===== config.mk =====
export PLATFORM = sky130hd
export DESIGN_NAME = offchip_mem_arbiter
export DESIGN_NICKNAME = d
export VERILOG_FILES = /design/src/rtl/offchip_mem_arbiter_pkg.sv /design/src/rtl/offchip_mem_arbiter_rr_arb2.sv /design/src/rtl/offchip_mem_arbiter.sv
export SDC_FILE = /design/constraint.sdc
export NUM_CORES = 1
export LEC_CHECK = 0
export BUFFER_PORTS_ARGS = -buffer_cell sky130_fd_sc_hd__buf_2
export CORE_AREA = 2 2 243 245
export CTS_BUF_LIST = sky130_fd_sc_hd__clkbuf_8 sky130_fd_sc_hd__clkbuf_16
export DETAILED_ROUTE_END_ITERATION = 8
export DIE_AREA = 0 0 245 247
export SLEW_MARGIN = 20
export SYNTH_ARGS = -nofsm -noshare
export SYNTH_HDL_FRONTEND = slang
export SYNTH_SLANG_ARGS = --single-unit

===== constraint.sdc =====
create_clock -name clk -period 3.3 [get_ports clk]
set_input_delay 0.33 -clock clk [delete_from_list [all_inputs] [get_ports clk]]
set_output_delay 0.33 -clock clk [all_outputs]
set_load 0.005 [all_outputs]

===== src/rtl/offchip_mem_arbiter_pkg.sv =====
// Shared encodings and helpers for the off-chip memory line-port arbiter.
// LINE_BITS follows the cache-line-size define when one is provided.
`ifndef CACHE_LINE_BYTES
`define CACHE_LINE_BYTES 16
`endif

package offchip_mem_arbiter_pkg;

    localparam int unsigned CACHE_LINE_BYTES = `CACHE_LINE_BYTES;

    localparam int unsigned DEF_LINE_BITS = CACHE_LINE_BYTES * 8;

    typedef enum logic [1:0] {
        ARB_IDLE = 2'd0,
        ARB_BUSY = 2'd1,
        ARB_DONE = 2'd2
    } arb_state_t;

    typedef enum logic {
        OWN_I = 1'b0,
        OWN_D = 1'b1
    } owner_t;

    function automatic logic [31:0] line_align(input logic [31:0] addr, input int unsigned offset_bits);
        logic [31:0] mask;
        mask = 32'hFFFF_FFFF << offset_bits;
        return addr & mask;
    endfunction

endpackage


===== src/rtl/offchip_mem_arbiter_rr_arb2.sv =====
// Two-input round-robin picker with a D-side priority override.
// The last-grant pointer only moves when the owning transaction retires.
module rr_arb2
    import offchip_mem_arbiter_pkg::*;
(
    input  logic   clk,
    input  logic   rst,
    input  logic   req_i,
    input  logic   req_d,
    input  logic   hi_pri_d,
    input  logic   upd_en,
    input  owner_t upd_owner,
    output logic   grant_valid,
    output owner_t grant_owner
);

    owner_t last_q;
    owner_t last_d;

    // Last-grant pointer register; D after reset so I wins the first tie.
    always_ff @(posedge clk or negedge rst) begin
        if (!rst) begin
            last_q <= OWN_D;
        end else begin
            last_q <= last_d;
        end
    end

    // Pointer update on retirement.
    always_comb begin
        last_d = last_q;
        if (upd_en) begin
            last_d = upd_owner;
        end else begin
            last_d = last_q;
        end
    end

    // Pick: override first, then alternate on a tie, else the lone requester.
    always_comb begin
        grant_valid = req_i | req_d;
        grant_owner = OWN_I;
        if (hi_pri_d && req_d) begin
            grant_owner = OWN_D;
        end else if (req_i && req_d) begin
            grant_owner = (last_q == OWN_D) ? OWN_I : OWN_D;
        end else if (req_d) begin
            grant_owner = OWN_D;
        end else begin
            grant_owner = OWN_I;
        end
    end

endmodule


===== src/rtl/offchip_mem_arbiter.sv =====
// Shares the off-chip line port between I-refill and D-refill/writeback with
// one outstanding transaction, round-robin grant and a timeout watchdog.
module offchip_mem_arbiter
    import offchip_mem_arbiter_pkg::*;
#(
    parameter int unsigned LINE_BITS      = DEF_LINE_BITS,
    parameter int unsigned OFFSET_BITS    = 4,
    parameter int unsigned TIMEOUT_CYCLES = 1024,
    parameter int unsigned CNT_W          = 11
) (
    input  logic                 clk,
    input  logic                 rst,
    input  logic                 i_req,
    input  logic [31:0]          i_addr,
    output logic                 i_ready,
    output logic                 i_err,
    input  logic                 d_req,
    input  logic                 d_we,
    input  logic [31:0]          d_addr,
    input  logic [LINE_BITS-1:0] d_wdata,
    output logic                 d_ready,
    output logic                 d_err,
    output logic [LINE_BITS-1:0] rdata,
    output logic [31:0]          offchip_mem_addr,
    output logic [LINE_BITS-1:0] offchip_mem_wdata,
    output logic                 offchip_mem_read_en,
    output logic                 offchip_mem_write_en,
    input  logic [LINE_BITS-1:0] offchip_mem_data,
    input  logic                 offchip_mem_ready,
    output logic                 busy,
    output logic                 timeout_sticky
);

    localparam bit             TO_EN   = (TIMEOUT_CYCLES != 0);
    localparam logic [CNT_W-1:0] TO_LAST = CNT_W'(TIMEOUT_CYCLES - 1);

    arb_state_t           state_q, state_d;
    owner_t               owner_q, owner_d;
    logic [31:0]          addr_q, addr_d;
    logic [LINE_BITS-1:0] wdata_q, wdata_d;
    logic [LINE_BITS-1:0] rdata_q, rdata_d;
    logic                 rd_en_q, rd_en_d;
    logic                 wr_en_q, wr_en_d;
    logic [CNT_W-1:0]     cnt_q, cnt_d;
    logic                 i_ready_q, i_ready_d;
    logic                 i_err_q, i_err_d;
    logic                 d_ready_q, d_ready_d;
    logic                 d_err_q, d_err_d;
    logic                 busy_q, busy_d;
    logic                 sticky_q, sticky_d;

    logic                 grant_valid_s;
    owner_t               grant_owner_s;
    logic                 arb_update_s;
    logic                 grant_we_s;

    rr_arb2 u_rr_arb2 (
        .clk         (clk),
        .rst         (rst),
        .req_i       (i_req),
        .req_d       (d_req),
        .hi_pri_d    (d_we),
        .upd_en      (arb_update_s),
        .upd_owner   (owner_q),
        .grant_valid (grant_valid_s),
        .grant_owner (grant_owner_s)
    );

    // State and datapath registers; reset drops strobes without a clock edge.
    always_ff @(posedge clk or negedge rst) begin
        if (!rst) begin
            state_q   <= ARB_IDLE;
            owner_q   <= OWN_I;
            addr_q    <= 32'h0;
            wdata_q   <= '0;
            rdata_q   <= '0;
            rd_en_q   <= 1'b0;
            wr_en_q   <= 1'b0;
            cnt_q     <= '0;
            i_ready_q <= 1'b0;
            i_err_q   <= 1'b0;
            d_ready_q <= 1'b0;
            d_err_q   <= 1'b0;
            busy_q    <= 1'b0;
            sticky_q  <= 1'b0;
        end else begin
            state_q   <= state_d;
            owner_q   <= owner_d;
            addr_q    <= addr_d;
            wdata_q   <= wdata_d;
            rdata_q   <= rdata_d;
            rd_en_q   <= rd_en_d;
            wr_en_q   <= wr_en_d;
            cnt_q     <= cnt_d;
            i_ready_q <= i_ready_d;
            i_err_q   <= i_err_d;
            d_ready_q <= d_ready_d;
            d_err_q   <= d_err_d;
            busy_q    <= busy_d;
            sticky_q  <= sticky_d;
        end
    end

    assign grant_we_s = (grant_owner_s == OWN_D) && d_we;

    // Next-state and datapath logic.
    always_comb begin
        state_d      = state_q;
        owner_d      = owner_q;
        addr_d       = addr_q;
        wdata_d      = wdata_q;
        rdata_d      = rdata_q;
        rd_en_d      = rd_en_q;
        wr_en_d      = wr_en_q;
        cnt_d        = cnt_q;
        i_ready_d    = 1'b0;
        i_err_d      = 1'b0;
        d_ready_d    = 1'b0;
        d_err_d      = 1'b0;
        sticky_d     = sticky_q;
        arb_update_s = 1'b0;

        case (state_q)
            ARB_IDLE: begin
                if (grant_valid_s) begin
                    owner_d = grant_owner_s;
                    if (grant_owner_s == OWN_D) begin
                        addr_d = line_align(d_addr, OFFSET_BITS);
                    end else begin
                        addr_d = line_align(i_addr, OFFSET_BITS);
                    end
                    if (grant_we_s) begin
                        wdata_d = d_wdata;
                    end else begin
                        wdata_d = wdata_q;
                    end
                    rd_en_d = ~grant_we_s;
                    wr_en_d = grant_we_s;
                    cnt_d   = '0;
                    state_d = ARB_BUSY;
                end else begin
                    state_d = ARB_IDLE;
                end
            end
            ARB_BUSY: begin
                // A ready arriving on the final count still completes cleanly.
                if (offchip_mem_ready) begin
                    rd_en_d = 1'b0;
                    wr_en_d = 1'b0;
                    if (rd_en_q) begin
                        rdata_d = offchip_mem_data;
                    end else begin
                        rdata_d = rdata_q;
                    end
                    i_ready_d = (owner_q == OWN_I);
                    d_ready_d = (owner_q == OWN_D);
                    state_d   = ARB_DONE;
                end else if (TO_EN && (cnt_q == TO_LAST)) begin
                    rd_en_d   = 1'b0;
                    wr_en_d   = 1'b0;
                    i_ready_d = (owner_q == OWN_I);
                    d_ready_d = (owner_q == OWN_D);
                    i_err_d   = (owner_q == OWN_I);
                    d_err_d   = (owner_q == OWN_D);
                    sticky_d  = 1'b1;
                    state_d   = ARB_DONE;
                end else begin
                    cnt_d   = cnt_q + CNT_W'(1);
                    state_d = ARB_BUSY;
                end
            end
            ARB_DONE: begin
                arb_update_s = 1'b1;
                cnt_d        = '0;
                state_d      = ARB_IDLE;
            end
            default: begin
                rd_en_d = 1'b0;
                wr_en_d = 1'b0;
                cnt_d   = '0;
                state_d = ARB_IDLE;
            end
        endcase

        busy_d = (state_d != ARB_IDLE);
    end

    assign i_ready              = i_ready_q;
    assign i_err                = i_err_q;
    assign d_ready              = d_ready_q;
    assign d_err                = d_err_q;
    assign rdata                = rdata_q;
    assign offchip_mem_addr     = addr_q;
    assign offchip_mem_wdata    = wdata_q;
    assign offchip_mem_read_en  = rd_en_q;
    assign offchip_mem_write_en = wr_en_q;
    assign busy                 = busy_q;
    assign timeout_sticky       = sticky_q;

endmodule


==> impl.org <==
** Global routing
- GR Overflow Total :: 0
- Vias in the first global route :: around 10000
- The first global-routing pass estimated between 50 and 60 mm of wire.
- All-Layer GR Usage :: between 10% and 20%
- Entering global routing, the biggest net connects 95 pins.
- The number of antenna violations at the first check in global routing came to 1.

** Routing
- Wire length the detailed router placed on met1 :: 13.93 mm
- Dividing the detail-routed wire length by the instance count gives about 15 um.
- In the routed design, unresolved DRC markers number 0.
- Detail Route Antenna Nets :: 0
- Via density :: slightly below 4
- Met3 routed WL :: roughly 2.8 mm
- Highest layer used for signal routing :: met5
- The detailed router finished its first iteration with 240 violations.
- Number of iterations in the first detailed-routing pass :: 4
- The routed design uses between 15 and 20 mm of met2 wire.
- For this block, the via count after detailed routing is ~9500.
- The final layout contains routed wiring with a total length of approximately 36 mm.

** Synthesis
- Flops & latches, synth :: between 300 and 400
- Summing every instance area after synthesis gives 11970 um^2.
- Yosys mapped the design onto 39 distinct sky130hd cell types.
- Count of synthesis-stage warnings from yosys :: 0
- Synth Instances :: a little under 800
- Summing the sequential cell areas from Yosys gives about 64% of the chip area.
- Each instance of the synthesized netlist takes up on average ~15 um^2.

** Timing
- Setup repair after global routing left no endpoint under its margin.
- Pins Over Slew Limit :: 0
- Top achievable clock speed :: 442.6 MHz
- Worst rel slew slack :: between 40% and 50%
- In the finished design, the share of the clock period the worst path needs comes to between 60% and 70%.
- The number of failing hold endpoints at the final stage was 0.
- Worst clock skew :: between 0.02 and 0.025 ns
- Setup Viol. Count Final :: 0
- Adding up every negative setup slack in the final design gives 0 ns.
- Post-layout minimum cycle time :: roughly 2.3 ns
- For the pin with the worst max-slew slack, the measured transition is just over 0.8 ns.

** Setup path
- Launch instance of the worst register-to-register path :: state_q[1]
- Critical-path cell list :: o21bai_4 -> or2_2 -> nor2_4 -> buf_4 -> mux2_1
- Worst R2R Setup Slack :: between 1 and 1.5 ns
- Among all stages on the critical path, the largest delay is contributed by sky130_fd_sc_hd__nor2_4.
- Biggest cell delay along the critical path :: ~0.55 ns
- For the worst setup path, the data arrival time is approximately 2.7 ns.
- Required arrival time at the worst endpoint :: 3.69 ns
- Worst setup path category :: reg2reg
- Terminus of the critical flop-to-flop path :: offchip_mem_wdata[56]
- STA classifies the critical path startpoint as a flop.
- The worst setup path is captured at a flop.
- Along the worst path, the maximum fanout reaches 18.
- The worst register-to-register path has a depth of 5.

** Clock network
- Clock-pin slew on the worst setup and hold paths :: ~0.05 ns
- # H-tree levels :: 2
- Clock insertion delay at the later pin of the skew report :: approximately 0.54 ns
- In this run, CTS created clock tree buffers numbering 35.
- No sink is reached through more buffers than the 3 on the longest clock path.
- TritonCTS built the clock tree.
- After clock tree synthesis, the repair step resized 0 gates.
- CTS Root Cell :: sky130_fd_sc_hd__clkbuf_16
- Clock tree synthesis found a total of 307 sinks.

** Placement
- Port buffering added approximately 610 buffers.
- HPWL reported at the end of detailed placement :: around 26 mm
- Placer Congestion :: around 0.76
- In this run the cell area measured after placement is ~16000 um^2.

** Layout
- The finished cells cover a little under 20000 um^2.
- The multi-input combinational cells in the finished layout cover a total of just under 4000 um^2.
- Fill count :: between 5000 and 6000
- Register cell area after layout :: a little under 8000 um^2
- Net count reported at finish :: slightly below 2000
- Number of inserted diodes :: 0
- Most frequent cells in the layout :: 608 x sky130_fd_sc_hd__buf_2, 306 x sky130_fd_sc_hd__dfrtp_1, 210 x sky130_fd_sc_hd__dlygate4sd3_1
- Proportion of layout cells with a drive suffix above 1 :: between 50% and 60%
- Leaving out fill and tap cells, the most frequent cell in the layout is sky130_fd_sc_hd__buf_2.
- Syn-to-layout area delta :: 61.12%

** Hold path
- Along the worst hold path, the cell count comes to 2.
- Worst hold start :: d_wdata[45]
- End of the worst hold path :: offchip_mem_wdata[45]
- Path class of the lowest-slack min-delay path :: in2reg

** Pwr
- Per report_power, the clock group accounts for between 20% and 30% of the total.
- In this run, the combinational gates consume 32.8% of the power.
- Sequential cells burn 41.8% of the power.
- Power spread over the standard cell area amounts to a little over 800 nW/um^2.
- Internal power comes to approximately 11 mW.
- Leak pwr :: approximately 9.5 nW
- VDD sags by at most a little over 0.5 mV.
- In this run the power spent charging and discharging nets is between 4 and 5 mW.
- Net switching is 30.40% of the power.

** Run status
- The flow ran to the end, and the final reports show no timing, DRC or antenna violations.

** Floorplan
- Number of I/O pins :: 622
- Die X-Extent :: around 250 um
- Die Outline Area :: ~61000 um^2
- The floorplan step set the die height to around 250 um.
- For this configuration, the core starts out at a cell density of 20.55%.
- After floorplanning, the core was divided into between 80 and 90 placement rows.
- Core outline area :: approximately 58000 um^2

** Run
- Max_cap viols :: 0
cells in the mapped netlist:
| library cell | count | area (um^2) |
|---|---|---|
| sky130_fd_sc_hd__a31o_2 | 1 | 8.760 |
| sky130_fd_sc_hd__nor2b_1 | 2 | 12.51 |
| sky130_fd_sc_hd__conb_1 | 1 | 3.750 |
| sky130_fd_sc_hd__nor2_4 | 1 | 11.26 |
| sky130_fd_sc_hd__or3_1 | 2 | 12.51 |
| sky130_fd_sc_hd__o211ai_1 | 3 | 22.52 |
| sky130_fd_sc_hd__mux2i_1 | 29 | 290.3 |
| sky130_fd_sc_hd__clkbuf_1 | 9 | 33.78 |
| sky130_fd_sc_hd__o41ai_1 | 1 | 8.760 |
| sky130_fd_sc_hd__buf_2 | 16 | 80.08 |
| sky130_fd_sc_hd__o31ai_1 | 1 | 7.510 |
| sky130_fd_sc_hd__a21oi_1 | 8 | 40.04 |
| sky130_fd_sc_hd__dfrtp_1 | 306 | 7657 |
| sky130_fd_sc_hd__inv_1 | 7 | 26.28 |
| sky130_fd_sc_hd__and4_1 | 1 | 8.760 |
| sky130_fd_sc_hd__buf_6 | 4 | 45.04 |
| sky130_fd_sc_hd__a31oi_1 | 3 | 18.77 |
| sky130_fd_sc_hd__buf_4 | 5 | 37.54 |
| sky130_fd_sc_hd__a41oi_1 | 1 | 8.760 |
| sky130_fd_sc_hd__ha_1 | 1 | 12.51 |
| sky130_fd_sc_hd__nand2b_1 | 2 | 12.51 |
| sky130_fd_sc_hd__mux2_1 | 112 | 1261 |
| sky130_fd_sc_hd__nand2_1 | 39 | 146.4 |
| sky130_fd_sc_hd__buf_8 | 11 | 165.2 |
| sky130_fd_sc_hd__dfstp_2 | 1 | 26.28 |
| sky130_fd_sc_hd__nor2_1 | 6 | 22.52 |
| sky130_fd_sc_hd__or2_1 | 1 | 6.260 |
| sky130_fd_sc_hd__o21bai_4 | 1 | 18.77 |
| sky130_fd_sc_hd__o221ai_1 | 1 | 8.760 |
| sky130_fd_sc_hd__nand3_1 | 6 | 30.03 |
| sky130_fd_sc_hd__a21o_1 | 1 | 7.510 |
| sky130_fd_sc_hd__a211o_1 | 2 | 17.52 |
| sky130_fd_sc_hd__nor3_1 | 3 | 15.01 |
| sky130_fd_sc_hd__o21ai_0 | 37 | 185.2 |
| sky130_fd_sc_hd__mux2_2 | 144 | 1622 |
| sky130_fd_sc_hd__and3_1 | 6 | 37.54 |
| sky130_fd_sc_hd__or3b_1 | 1 | 8.760 |
| sky130_fd_sc_hd__and3b_1 | 1 | 8.760 |
| sky130_fd_sc_hd__o21a_1 | 3 | 22.52 |
state kept, by name (all words and copies together), names as in the netlist, 2 cells and up:
register / count
offchip_mem_addr: 28
rdata: 128
offchip_mem_wdata: 128
cnt_q: 11
state_q: 2
per-layer routing:
metal	vias to the layer above	track usage, %
li1	4429	-
met1	4609	12.65
met4	2	4.842
met5	-	0
met3	62	3.332
met2	392	19.92
per-stage QoR:
step	cells	power [mW]	worst slack [ns]	hold WS [ns]	utilization, %
floorplan	783	8.731	1.508	0.03441	-
global placement	2149	11.37	1.044	0.4227	27.47
CTS	2420	15.85	0.9793	0.0003909	33.11
detailed placement	2149	11.56	0.9859	0.4287	27.47
finish	2420	15.67	1.041	0.04046	33.11
global route	2420	16.71	0.8914	0.003956	33.11
worst max-delay path, delay by kind of cell, from the launching register on:
family                 cells  cell delay (ns)
buffers and inverters      1             0.29
multiplexers               1             0.35
flip-flops                 1             0.43
AND/OR/NAND/NOR            2             0.86
AO/OA/AOI/OAI              1             0.20
layout make-up:
type	instances	share of cell area, %
tap	773	5.015
multi-input combinational	424	20.39
timing repair buffer	848	28.47
clock buffer	42	5.100
sequential	307	39.84
inverter	7	0.1362
clock inverter	19	1.045
how the worst max path moves through the flow:
stage          cells past startpoint                     to        from
6_report                           5  offchip_mem_wdata[56]  state_q[1]
5_1_grt                            5  offchip_mem_wdata[56]  state_q[1]
4_1_cts                            5  offchip_mem_wdata[56]  state_q[1]
3_5_place_dp                       5  offchip_mem_wdata[56]  state_q[1]
3_3_place_gp                       5  offchip_mem_wdata[43]  state_q[1]
2_1_floorplan                      7   offchip_mem_wdata[0]  state_q[1]
kinds of logic (layout without fill, tap and decap cells):
kind of cell    after synthesis  count (layout)  share of synthesized area [%]
flops                       307             307                          64.20
mux                         285             285                          26.51
simple gates                 71              71                          2.781
compound gates               63              63                          3.136
buf+inv                      52             916                          3.241
fa+ha+maj                     1               1                         0.1045
other cells                   1               4                        0.03133
power by group through the flow:
| stage | clock network (mW) | logic [mW] | registers [mW] |
|---|---|---|---|
| 2_1_floorplan | 0 | 2.09 | 6.64 |
| 3_3_place_gp | 0 | 4.88 | 6.49 |
| 3_5_place_dp | 0 | 4.99 | 6.57 |
| 4_1_cts | 4.13 | 5.19 | 6.53 |
| 5_1_grt | 4.30 | 5.63 | 6.78 |
| 6_report | 3.98 | 5.14 | 6.55 |
what timing repair did:
action,in CTS,in global routing
setup buffers,0,0
hold buffers,210,0
hold endpoints to repair,294,0
Power figures use the tool's default switching activity.
